==> src/rtl/ddr_judge.sv <==
// Player-side rhythm judge: detects new target arrows and button presses, grades each
// arrow as PERFECT/GOOD/MISS inside a tick-based window, and tracks score and combos.
module ddr_judge #(
    parameter int WINDOW_TICKS  = 300,
    parameter int PERFECT_TICKS = 100,
    parameter int PTS_PERFECT   = 2,
    parameter int PTS_GOOD      = 1,
    parameter int SCORE_W       = 16,
    parameter int COMBO_W       = 8
) (
    input  logic               clk,
    input  logic               rst,
    input  logic               tick,
    input  logic               tgt_left,
    input  logic               tgt_right,
    input  logic               tgt_up,
    input  logic               tgt_down,
    input  logic               level_done,
    input  logic               btn_left,
    input  logic               btn_right,
    input  logic               btn_up,
    input  logic               btn_down,
    output logic               hit,
    output logic               perfect,
    output logic               miss,
    output logic [SCORE_W-1:0] score,
    output logic [COMBO_W-1:0] combo,
    output logic [COMBO_W-1:0] max_combo,
    output logic [3:0]         pending,
    output logic               finished
);

    localparam int AGE_W = $clog2(WINDOW_TICKS + 1);
    localparam logic [AGE_W-1:0]   AGE_LAST   = AGE_W'(WINDOW_TICKS - 1);
    localparam logic [AGE_W-1:0]   AGE_MAX    = AGE_W'(WINDOW_TICKS);
    localparam logic [AGE_W-1:0]   AGE_PERF   = AGE_W'(PERFECT_TICKS);
    localparam logic [SCORE_W:0]   ADD_PERF   = (SCORE_W + 1)'(PTS_PERFECT);
    localparam logic [SCORE_W:0]   ADD_GOOD   = (SCORE_W + 1)'(PTS_GOOD);

    typedef enum logic [1:0] {
        ST_IDLE  = 2'd0,
        ST_ARMED = 2'd1,
        ST_DONE  = 2'd2
    } state_t;

    state_t             state_q, state_d;
    logic [3:0]         tgt_s, btn_s, arr_s, prs_s;
    logic [3:0]         tgt_prev_q, btn_prev_q;
    logic [3:0]         pending_q, pending_d;
    logic [AGE_W-1:0]   age_q, age_d;
    logic               hit_q, hit_d, perfect_q, perfect_d, miss_q, miss_d;
    logic [SCORE_W-1:0] score_q, score_d;
    logic [COMBO_W-1:0] combo_q, combo_d, max_q, max_d;
    logic               finished_q;
    logic [SCORE_W:0]   score_sum_s;
    logic [COMBO_W:0]   combo_sum_s;

    assign tgt_s = {tgt_left, tgt_right, tgt_up, tgt_down};
    assign btn_s = {btn_left, btn_right, btn_up, btn_down};
    assign arr_s = tgt_s & ~tgt_prev_q;
    assign prs_s = btn_s & ~btn_prev_q;

    // Judgement FSM: grade the pending arrow and decide what is pending next
    always_comb begin
        state_d   = state_q;
        pending_d = pending_q;
        age_d     = age_q;
        hit_d     = 1'b0;
        perfect_d = 1'b0;
        miss_d    = 1'b0;
        case (state_q)
            ST_IDLE: begin
                if (level_done) begin
                    state_d = ST_DONE;
                end else if (arr_s != 4'b0000) begin
                    pending_d = arr_s;
                    age_d     = {AGE_W{1'b0}};
                    state_d   = ST_ARMED;
                end else begin
                    state_d = ST_IDLE;
                end
            end
            ST_ARMED: begin
                if ((prs_s != 4'b0000) && (prs_s == pending_q)) begin
                    hit_d     = 1'b1;
                    perfect_d = (age_q < AGE_PERF);
                end else if (prs_s != 4'b0000) begin
                    miss_d = 1'b1;
                end else if (level_done) begin
                    miss_d = 1'b1;
                end else if (tick && (age_q == AGE_LAST)) begin
                    miss_d = 1'b1;
                end else if (arr_s != 4'b0000) begin
                    miss_d = 1'b1;
                end else begin
                    miss_d = 1'b0;
                end

                // A fresh arrow arriving alongside a verdict becomes the next target
                if (level_done) begin
                    state_d   = ST_DONE;
                    pending_d = 4'b0000;
                end else if (hit_d || miss_d) begin
                    if (arr_s != 4'b0000) begin
                        pending_d = arr_s;
                        age_d     = {AGE_W{1'b0}};
                    end else begin
                        pending_d = 4'b0000;
                        state_d   = ST_IDLE;
                    end
                end else if (tick && (age_q != AGE_MAX)) begin
                    age_d = age_q + {{(AGE_W-1){1'b0}}, 1'b1};
                end else begin
                    age_d = age_q;
                end
            end
            ST_DONE: begin
                state_d = ST_DONE;
            end
            default: begin
                state_d   = ST_IDLE;
                pending_d = 4'b0000;
                age_d     = {AGE_W{1'b0}};
            end
        endcase
    end

    // Saturating score and combo bookkeeping for the verdict of this cycle
    always_comb begin
        score_sum_s = {1'b0, score_q} + (perfect_d ? ADD_PERF : ADD_GOOD);
        combo_sum_s = {1'b0, combo_q} + {{COMBO_W{1'b0}}, 1'b1};
        score_d     = score_q;
        combo_d     = combo_q;
        max_d       = max_q;
        if (hit_d) begin
            score_d = score_sum_s[SCORE_W] ? {SCORE_W{1'b1}} : score_sum_s[SCORE_W-1:0];
            combo_d = combo_sum_s[COMBO_W] ? {COMBO_W{1'b1}} : combo_sum_s[COMBO_W-1:0];
            max_d   = (combo_d > max_q) ? combo_d : max_q;
        end else if (miss_d) begin
            combo_d = {COMBO_W{1'b0}};
        end else begin
            combo_d = combo_q;
        end
    end

    // State, history and output registers; history resets high to swallow held inputs
    always_ff @(posedge clk) begin
        if (rst) begin
            state_q    <= ST_IDLE;
            tgt_prev_q <= 4'b1111;
            btn_prev_q <= 4'b1111;
            pending_q  <= 4'b0000;
            age_q      <= {AGE_W{1'b0}};
            hit_q      <= 1'b0;
            perfect_q  <= 1'b0;
            miss_q     <= 1'b0;
            score_q    <= {SCORE_W{1'b0}};
            combo_q    <= {COMBO_W{1'b0}};
            max_q      <= {COMBO_W{1'b0}};
            finished_q <= 1'b0;
        end else begin
            state_q    <= state_d;
            tgt_prev_q <= tgt_s;
            btn_prev_q <= btn_s;
            pending_q  <= pending_d;
            age_q      <= age_d;
            hit_q      <= hit_d;
            perfect_q  <= perfect_d;
            miss_q     <= miss_d;
            score_q    <= score_d;
            combo_q    <= combo_d;
            max_q      <= max_d;
            finished_q <= (state_d == ST_DONE);
        end
    end

    assign hit       = hit_q;
    assign perfect   = perfect_q;
    assign miss      = miss_q;
    assign score     = score_q;
    assign combo     = combo_q;
    assign max_combo = max_q;
    assign pending   = pending_q;
    assign finished  = finished_q;

endmodule

==> config.mk <==
export PLATFORM = sky130hd
export DESIGN_NAME = ddr_judge
export DESIGN_NICKNAME = d
export VERILOG_FILES = /design/src/rtl/ddr_judge.sv
export SDC_FILE = /design/constraint.sdc
export NUM_CORES = 1
export LEC_CHECK = 0
export ABC_AREA = 1
export CAP_MARGIN = 20
export CORE_MARGIN = 1
export CORE_UTILIZATION = 40
export CTS_CLUSTER_DIAMETER = 30
export DETAILED_ROUTE_END_ITERATION = 7
export GPL_ROUTABILITY_DRIVEN = 0
export MAX_ROUTING_LAYER = met4
export PLACE_DENSITY = 0.74
export SLEW_MARGIN = 10
export SYNTH_ARGS = -nofsm -noshare
export SYNTH_HDL_FRONTEND = slang
export SYNTH_SLANG_ARGS = --single-unit
==> constraint.sdc <==
create_clock -name clk -period 2.79 [get_ports clk]
set_input_delay 0.4185 -clock clk [delete_from_list [all_inputs] [get_ports clk]]
set_output_delay 0.4185 -clock clk [all_outputs]
set_load 0.005 [all_outputs]
; Yosys cells after proc, flatten, opt, wreduce, memory -nomap -nowiden
; Index checks and enable logic that the tools add are counted.
[totals]
reg_bits = 59
in_bits = 12
[classes]
n_reduce_logical = 11
eq_ne = 11
order_cmp = 2
mux = 35
add_sub_neg = 3
bitwise = 5
[op_table]
columns = op, n
row1 = $mux W9, 5
row2 = $pmux W9 S3, 1
row3 = $mux W8, 3
row4 = $mux W4, 5
row5 = $add A16 B2 Y17, 1
row6 = $mux W16, 1
row7 = $mux W1, 13
row8 = $pmux W4 S3, 1
row9 = $mux W2, 5
row10 = $add A8 B1 Y9 const B, 1
row11 = $add A9 B1 Y9 const B, 1
row12 = $eq A9 B9 Y1 const B, 1
row13 = $lt A9 B7 Y1 const B, 1
row14 = $ne A9 B9 Y1 const B, 1
row15 = $and A4 B4 Y4, 2
row16 = $gt A8 B8 Y1, 1
row17 = $not A4 Y4, 2
row18 = $reduce_and A4 Y1, 2
row19 = $reduce_bool A4 Y1, 2
row20 = $ne A2 B2 Y1 const B, 3
row21 = $ne A3 B3 Y1 const B, 2
row22 = $pmux W2 S3, 1
row23 = $eq A2 B2 Y1 const B, 2
row24 = $eq A4 B4 Y1, 1
row25 = other kinds (7), 9

; Longest topological paths before layout
[logic_depth]
depth_word = 14
depth_mapped = 22

; Worst setup path before layout
; No wires, ideal clock.
[synth_timing]
path_kind = input -> register
from = input port btn_left
to = register score_q[10], in the netlist score[10]
slack_ps = -24
cell_stages = 17
required_ps = 2720
t_arrival_ps = 2743
setup_ps = 70
path_cell_list = nand2_1 nand2_1 nor2_1 nor2_1 nand3_2 buf_2 nor2_1 inv_1 ha_1 inv_1 fa_1 nor3_4 nand2_2 nor3_4 buf_6 o21ai_0 a21oi_1
[synth_via]
elab_chain_cells = 8
[synth_rtl]
columns = element, line_no
row1 = "start, declared", 19  ; input logic btn_left,
row2 = $and A4 B4 Y4 (*), 61  ; assign prs_s = btn_s & ~btn_prev_q;
row3 = $eq A4 B4 Y1 / $reduce_bool A4 Y1 (equally long branches), 84  ; if ((prs_s != 4'b0000) && (prs_s == pending_q)) begin
row4 = $logic_and A1 B1 Y1 (*), 84
row5 = $mux W1 (*), 84
row6 = $mux W1 (*), 71  ; case (state_q)
row7 = named net perfect_d, 51  ; logic hit_q, hit_d, perfect_q, perfect_d, miss_q, miss_d;
row8 = $mux W2 (*), 130  ; score_sum_s = {1'b0, score_q} + (perfect_d ? ADD_PERF : ADD_GOOD);
row9 = $add A16 B2 Y17 (*), 130
row10 = $mux W16 (*), 136  ; score_d = score_sum_s[SCORE_W] ? {SCORE_W{1'b1}} : score_sum_s[SCORE_W-1:0];
row11 = "end signal, assigned", 157  ; score_q <= {SCORE_W{1'b0}};
row12 = "end signal, assigned", 170  ; score_q <= score_d;
row13 = "end, declared", 52  ; logic [SCORE_W-1:0] score_q, score_d;
; The timed path passes the listed nets; every way through them passes the cells marked *. The select of a mux whose other input is x is not followed.
; A chain may end at the register's enable or synchronous reset.

; Final worst setup path
[layout_timing]
from = register age_q[6]
to = register score_q[0], in the netlist score[0]
[layout_via]
elab_chain_cells = 6
[layout_rtl]
columns = element, line_no
row1 = "start, declared", 50  ; logic [AGE_W-1:0] age_q, age_d;
row2 = "start signal, assigned", 153  ; age_q <= {AGE_W{1'b0}};
row3 = "start signal, assigned", 166  ; age_q <= age_d;
row4 = $lt A9 B7 Y1, 86  ; perfect_d = (age_q < AGE_PERF);
row5 = $mux W1, 84
row6 = $mux W1, 71
row7 = named net perfect_d, 51
row8 = $mux W2, 130
row9 = $add A16 B2 Y17, 130
row10 = $mux W16, 136
; The timed path passes the listed nets, and every way through them passes these cells.

==> summary.txt <==
Outcome
  – Status: finished, final reports clean

Floorplan
  – Initial Util: 41.0%
  – Horiz. Die Dim: 96.3 um
  – Core box area: 8680 sq um
  – Ports: 52
  – Die ar.: 9270 sq um
  – Die height: 96.3 um
  – Row count: 34

Layout
  – Fillers: 859
  – Share of post-route cells with drive strength above 1: 17.2%
  – Flip-flop and latch area: 1170 sq um
  – Antenna cells: 0
  – Multi-input gate area: 2080 sq um
  – Finished Cell Area: 4710 sq um
  – Most frequent cells in the layout: nand2_1 (120), inv_1 (78), nor2_1 (66)
  – Area grow syn2layout: 32.5%
  – Commonest non-fill, non-tap cell in the layout: nand2_1
  – Final core occ: 54.3%
  – Final net count: 655

Timing
  – Clock period minus worst slack: 2.64 ns
  – Sum of negative setup slack: 0 ns
  – Rel. slew slack: 54.5%
  – Final Cycle Share: 94.5%
  – Skew final: 0.0130 ns
  – Measured slew at the worst slew-check pin: 0.681 ns
  – Max-slew violations: 0
  – Setup violations, final: 0
  – Fmax: 379 MHz
  – Fin. Hold Viols: 0

Clocking
  – H-tree depth: 3
  – TritonCTS buffer count: 9
  – Sink Count: 58
  – CTS root buf: clkbuf_8
  – CTS clock-pin slew for the worst setup and hold paths: 0.07 ns
  – Clk Latency, worst-skew pair: 0.35 ns
  – CTS tree: built
  – Clock Path Buffers: 2

GRT
  – Vias in the first global route: 3322
  – Gr ovfl total: 0
  – Largest net degree at the start of global routing: 28
  – Initial antenna violation count: 0
  – First-pass GRT wire length: 14700 um
  – Global Route Usage Sum: 20.7%

Placed design
  – Placed Area: 4270 sq um
  – Detailed placer's ending HPWL: 6140 um
  – I/O Buffers: 51

Route
  – Final ANT Viol Nets: 0
  – Via Count: 3683
  – DRT Pass-1 Iters: 5
  – Avg Vias per Cell: 4.97
  – Routed WL per cell: 12.1 um
  – Initial DRC count: 203
  – DRC Markers: 0
  – Drt total wl: 8930 um

Critical path
  – Worst Path Arrival: 2.92 ns
  – Setup CP Type: flop to flop
  – Critical Path Sink Type: flop
  – Crit Path Max Fanout: 5
  – R2r worst-path depth: 17
  – Startpoint types: flop
  – Flop-to-flop setup slack: 0.15 ns
  – CP required: 3.07 ns
  – Worst setup startpoint: age_q[6]
  – Worst Setup EP: score[0]
  – FF-to-FF Start: age_q[6]
  – FF-to-FF End: score[0]

Synthesis
  – Cell area after synthesis: 3560 sq um
  – Syn Nets: 576
  – Gate Count Post-Synth: 550
  – Register area share after synthesis: 32.7%
  – Seq cells post-synth: 58
  – Avg Inst Size Synth: 6.47 sq um
  – Yosys cell types: 28
  – Yosys warning count: 0

Power and ir drop
  – Power per cell area: 417 nW/um^2
  – Design Power: 1.96 mW
  – Leak Pwr: 2.21 nW
  – Peak VDD IR: 0.000313 V

Hold path
  – Worst Hold Class: input pin to flop

Flow run
  – Max-cap viol count: 0
==> stage by stage <==
step	setup WS (ns)	hold slack, ns	cells
3_3_place_gp	-0.215	0.485	713
2_1_floorplan	0.0159	0.479	550
5_1_grt	-0.0540	0.329	741
6_report	0.153	0.308	741
3_5_place_dp	-0.319	0.493	713
4_1_cts	0.0340	0.508	728
==> where the power goes <==
group	total (mW)	internal, mW	leakage (nW)	switching (mW)
Sequential	0.879	0.853	0.475	0.0264
Clock	0.833	0.480	0.106	0.353
Combinational	0.252	0.110	1.63	0.142
Total	1.96	1.44	2.21	0.522
==> worst min path at each step <==
stage	cells after the start	start	slack, ns	endpoint
2_1_floorplan	2	max_combo[1]	0.48	max_combo[1]
3_3_place_gp	2	max_combo[1]	0.49	max_combo[1]
3_5_place_dp	2	score[14]	0.49	score[14]
4_1_cts	2	max_combo[4]	0.51	max_combo[4]
5_1_grt	2	btn_up	0.33	btn_prev_q[1]
6_report	2	btn_right	0.31	btn_prev_q[2]
==> worst max-delay path, cell delays in order, from the launching register on <==
cell and delay, ns:
dfxtp_1 0.40, nand2_1 0.08, inv_1 0.07, a211oi_1 0.07, inv_1 0.13, nor2_1 0.08
inv_1 0.09, ha_2 0.18, inv_1 0.05, fa_2 0.39, nor3_4 0.19, nand2_2 0.10
nor3_4 0.23, buf_6 0.14, buf_6 0.11, buf_4 0.10, nor3_1 0.05, nor2_1 0.10
==> synth_stat cells <==
| library cell | count | area share, % |
|---|---|---|
| nor2_2 | 4 | 0.70 |
| buf_2 | 8 | 1.1 |
| nand3b_1 | 2 | 0.42 |
| nand2_2 | 5 | 0.88 |
| nor3_4 | 2 | 0.91 |
| nand3_1 | 51 | 7.2 |
| xor2_1 | 14 | 3.4 |
| dfxtp_1 | 58 | 33 |
| or2_2 | 8 | 1.4 |
| xnor2_1 | 9 | 2.2 |
| nand2_1 | 128 | 14 |
| inv_2 | 5 | 0.53 |
| ha_1 | 13 | 4.6 |
| nand4_1 | 5 | 0.88 |
| o21ai_1 | 4 | 0.56 |
| nor3_1 | 8 | 1.1 |
| inv_1 | 82 | 8.7 |
| nor2_4 | 1 | 0.32 |
| nor2_1 | 73 | 7.7 |
| buf_6 | 2 | 0.63 |
| fa_1 | 1 | 0.56 |
| nand3_2 | 1 | 0.28 |
| a211oi_1 | 3 | 0.63 |
| o21ai_0 | 32 | 4.5 |
| buf_4 | 2 | 0.42 |
| clkbuf_1 | 3 | 0.32 |
| a21oi_1 | 25 | 3.5 |
| nand2_4 | 1 | 0.32 |
==> routing by layer <==
layer | track usage, % | wire, um | vias up | part of all wire [%]
met4 | 6.34 | 80 | 0 | 0.90
met3 | 4.50 | 518 | 10 | 5.8
met5 | - | 0 | - | 0
li1 | - | - | 1886 | -
met2 | 33.7 | 4250 | 117 | 48
met1 | 25.6 | 4090 | 1670 | 46
==> cell type report <==
class | count | area share (%)
clock buffer | 13 | 3.58
clock inverter | 2 | 0.743
inverter | 87 | 6.98
multi-input combinational | 390 | 44.2
sequential | 58 | 24.8
tap | 108 | 2.87
timing repair buffer | 83 | 16.8
==> state kept, by name, indices dropped and copies added, names as in the netlist <==
signal      count
age_q           9
btn_prev_q      4
combo           8
hit             1
max_combo       8
miss            1
pending         4
perfect         1
score          16
state_q         2
tgt_prev_q      4
==> kinds of logic after synthesis <==
logic type / Yosys count / synth area share, %
AND/OR/NAND/NOR: 289 / 35.6
buffers and inverters: 102 / 11.7
AO/OA/AOI/OAI: 64 / 9.22
flip-flops: 58 / 32.7
XOR/XNOR: 23 / 5.67
adder cells (fa/ha/maj): 14 / 5.14
==> repair_timing <==
item                       in CTS  in global routing
buffers inserted                0                 13
hold buffers                    0                  0
gates resized for setup         0                 50
setup endpoints to repair       0                 24
No activity file was read; power rests on OpenSTA's default activity.
==> RTL edit (config.mk and constraints unchanged) <==
The 3 states of `state_t` get a one-hot encoding in 3 bits.
--- a/src/rtl/ddr_judge.sv
+++ b/src/rtl/ddr_judge.sv
@@ -38,8 +38,8 @@
     localparam logic [SCORE_W:0]   ADD_GOOD   = (SCORE_W + 1)'(PTS_GOOD);
 
-    typedef enum logic [1:0] {
-        ST_IDLE  = 2'd0,
-        ST_ARMED = 2'd1,
-        ST_DONE  = 2'd2
+    typedef enum logic [2:0] {
+        ST_IDLE  = 3'b001,
+        ST_ARMED = 3'b010,
+        ST_DONE  = 3'b100
     } state_t;
 
Check against the original RTL: same outputs for any inputs over 10 cycles, from zero or initial values and one cycle with rst high; not proved beyond that.
==> RTL edit against the unedited design <==
  * Sequential power barely moved
  * Power shrank 0.91%
  * Largest power group unchanged
  * Die area is 8.0% higher
  * Count of clock-buffer cells in the layout decreased by 1
  * Worst setup slack better by 0.048 ns
  * Combinational power down 4%
  * Design area up 3.3%
  * Sequential cell count increased by 2
  * Via count increased by 0.43%
  * Synthesized area is 8.2% higher
  * Routed wire length increased by 3.8%
  * Final cell count increased by 1.5%
==> RTL edit: results (changes against the unedited design) <==
rrSetupSlack_ns: 0.20  # +0.05 ns
yosysSeqAreaShare: 0.312  # -0.0142
grt_start_max_net_pins: 39  # +39%
wl_um: 9270  # +3.8%
arrival_ns: 2.81  # -0.11 ns
outcome: "complete, no violations"
met2WireLength_um: 4600  # +8.3%
min_from: "btn_up"
gr-usage-all-layers: 0.203  # -0.00472
met3_length_um: 365  # -30%
antenna_cells: 0  # unchanged
fin_hold_ws_ns: 0.321  # +0.0132 ns
dp_cells: 734  # +2.9%
syn_area_per_cell_um2: 6.98  # +8.0%
ir_drop_mv: 0.178  # -43%
ys_top_cells_by_area: "dfxtp_1, nand2_1, nand3_1"
worstHoldEndpoint: "btn_prev_q[1]"
vias: 3699  # +0.43%
reg2reg_depth: 20  # +3
grt_first_pass_wirelength_um: 16000  # +9.0%
synth_nets: 577  # +0.17%
nets: 644  # -1.7%
worst_setup_path_endpoint: "score[14]"
clk_latency_ns: 0.35  # about the same
post-route-period-util: 0.928  # -0.0173
yosysUniqueCellTypes: 42  # +50%
tightestPinTransition_ns: 0.552  # -0.129 ns
dp_hpwl_um: 6630  # +8.0%
synthArstFlopShare: 0  # unchanged
grtUsageMet3: 0.0383  # -0.00672
leakage_nw: 2.07  # -6.2%
fin_skew_ns: 0.0125  # -0.000437 ns
dp_slack_ns: -0.397  # -0.0778 ns
met2_usage: 0.351  # +0.0132
swShare: 0.272  # +0.00636
ys_top_cells_by_count: "nand2_1, inv_1, dfxtp_1"
critPathMaxFanout: 3  # -2
grt_util_met1: 0.233  # -0.0228
drive_above_1_share: 0.201  # +0.0284
grt_pass1_vias: 3601  # +8.4%
finalNonFillerCells: 752  # +1.5%
dpl_cell_area_um2: 4560  # +6.8%
drt_iter0_markers: 78  # -62%
m1WireLength_um: 4190  # +2.6%
RTL edit: cell count changes after synthesis, sizes merged, moves of 3 or more:
cell | unedited run | this run
nand3b | 2 | 5
nor2 | 78 | 60
nand3 | 52 | 62
inv | 87 | 79
a21oi | 25 | 38
nand2 | 134 | 142
o21ai | 36 | 25
RTL edit: logic make-up after synthesis:
group,share of synthesized area
flip-flops,0.312
adder cells (fa/ha/maj),0.0475
AND/OR/NAND/NOR,0.379
buffers and inverters,0.104
AO/OA/AOI/OAI,0.114
XOR/XNOR,0.0433
RTL edit: repair_timing:
item                       in CTS  in global routing
setup endpoints to repair       1                 23
pin swaps                       0                 13
gates resized for setup         1                 22
buffers inserted                0                  2
RTL edit: power by group through the flow:
stage	Clock (mW)	Sequential, mW	Combinational [mW]
global placement	0	0.900	0.229
CTS	0.833	0.881	0.238
detailed placement	0	0.900	0.236
finish	0.822	0.881	0.243
global route	0.874	0.883	0.270
floorplan	0	0.900	0.168
RTL edit: worst max-delay path: stages (launching register included):
cell     delay [ns]
dfxtp_1        0.31
inv_1          0.04
nand2_2        0.10
nand2_2        0.07
nor2_4         0.14
nor2_4         0.06
nand3_4        0.11
nor2_8         0.05
inv_6          0.05
nor2_2         0.04
inv_2          0.06
ha_2           0.17
inv_1          0.05
fa_2           0.40
inv_2          0.07
nand3_2        0.08
nor2_4         0.17
nand3_2        0.11
xnor2_2        0.17
o21ai_2        0.15
a21oi_2        0.06
RTL edit: final cells by class:
cell class              count  area, um^2
clock buffers              12         155
clock inverters             4        47.5
fillers                   879        4420
inverters                  79         302
multi-input cells         397        2330
flip-flops and latches     60        1200
well taps                 129         161
repair buffers             71         671
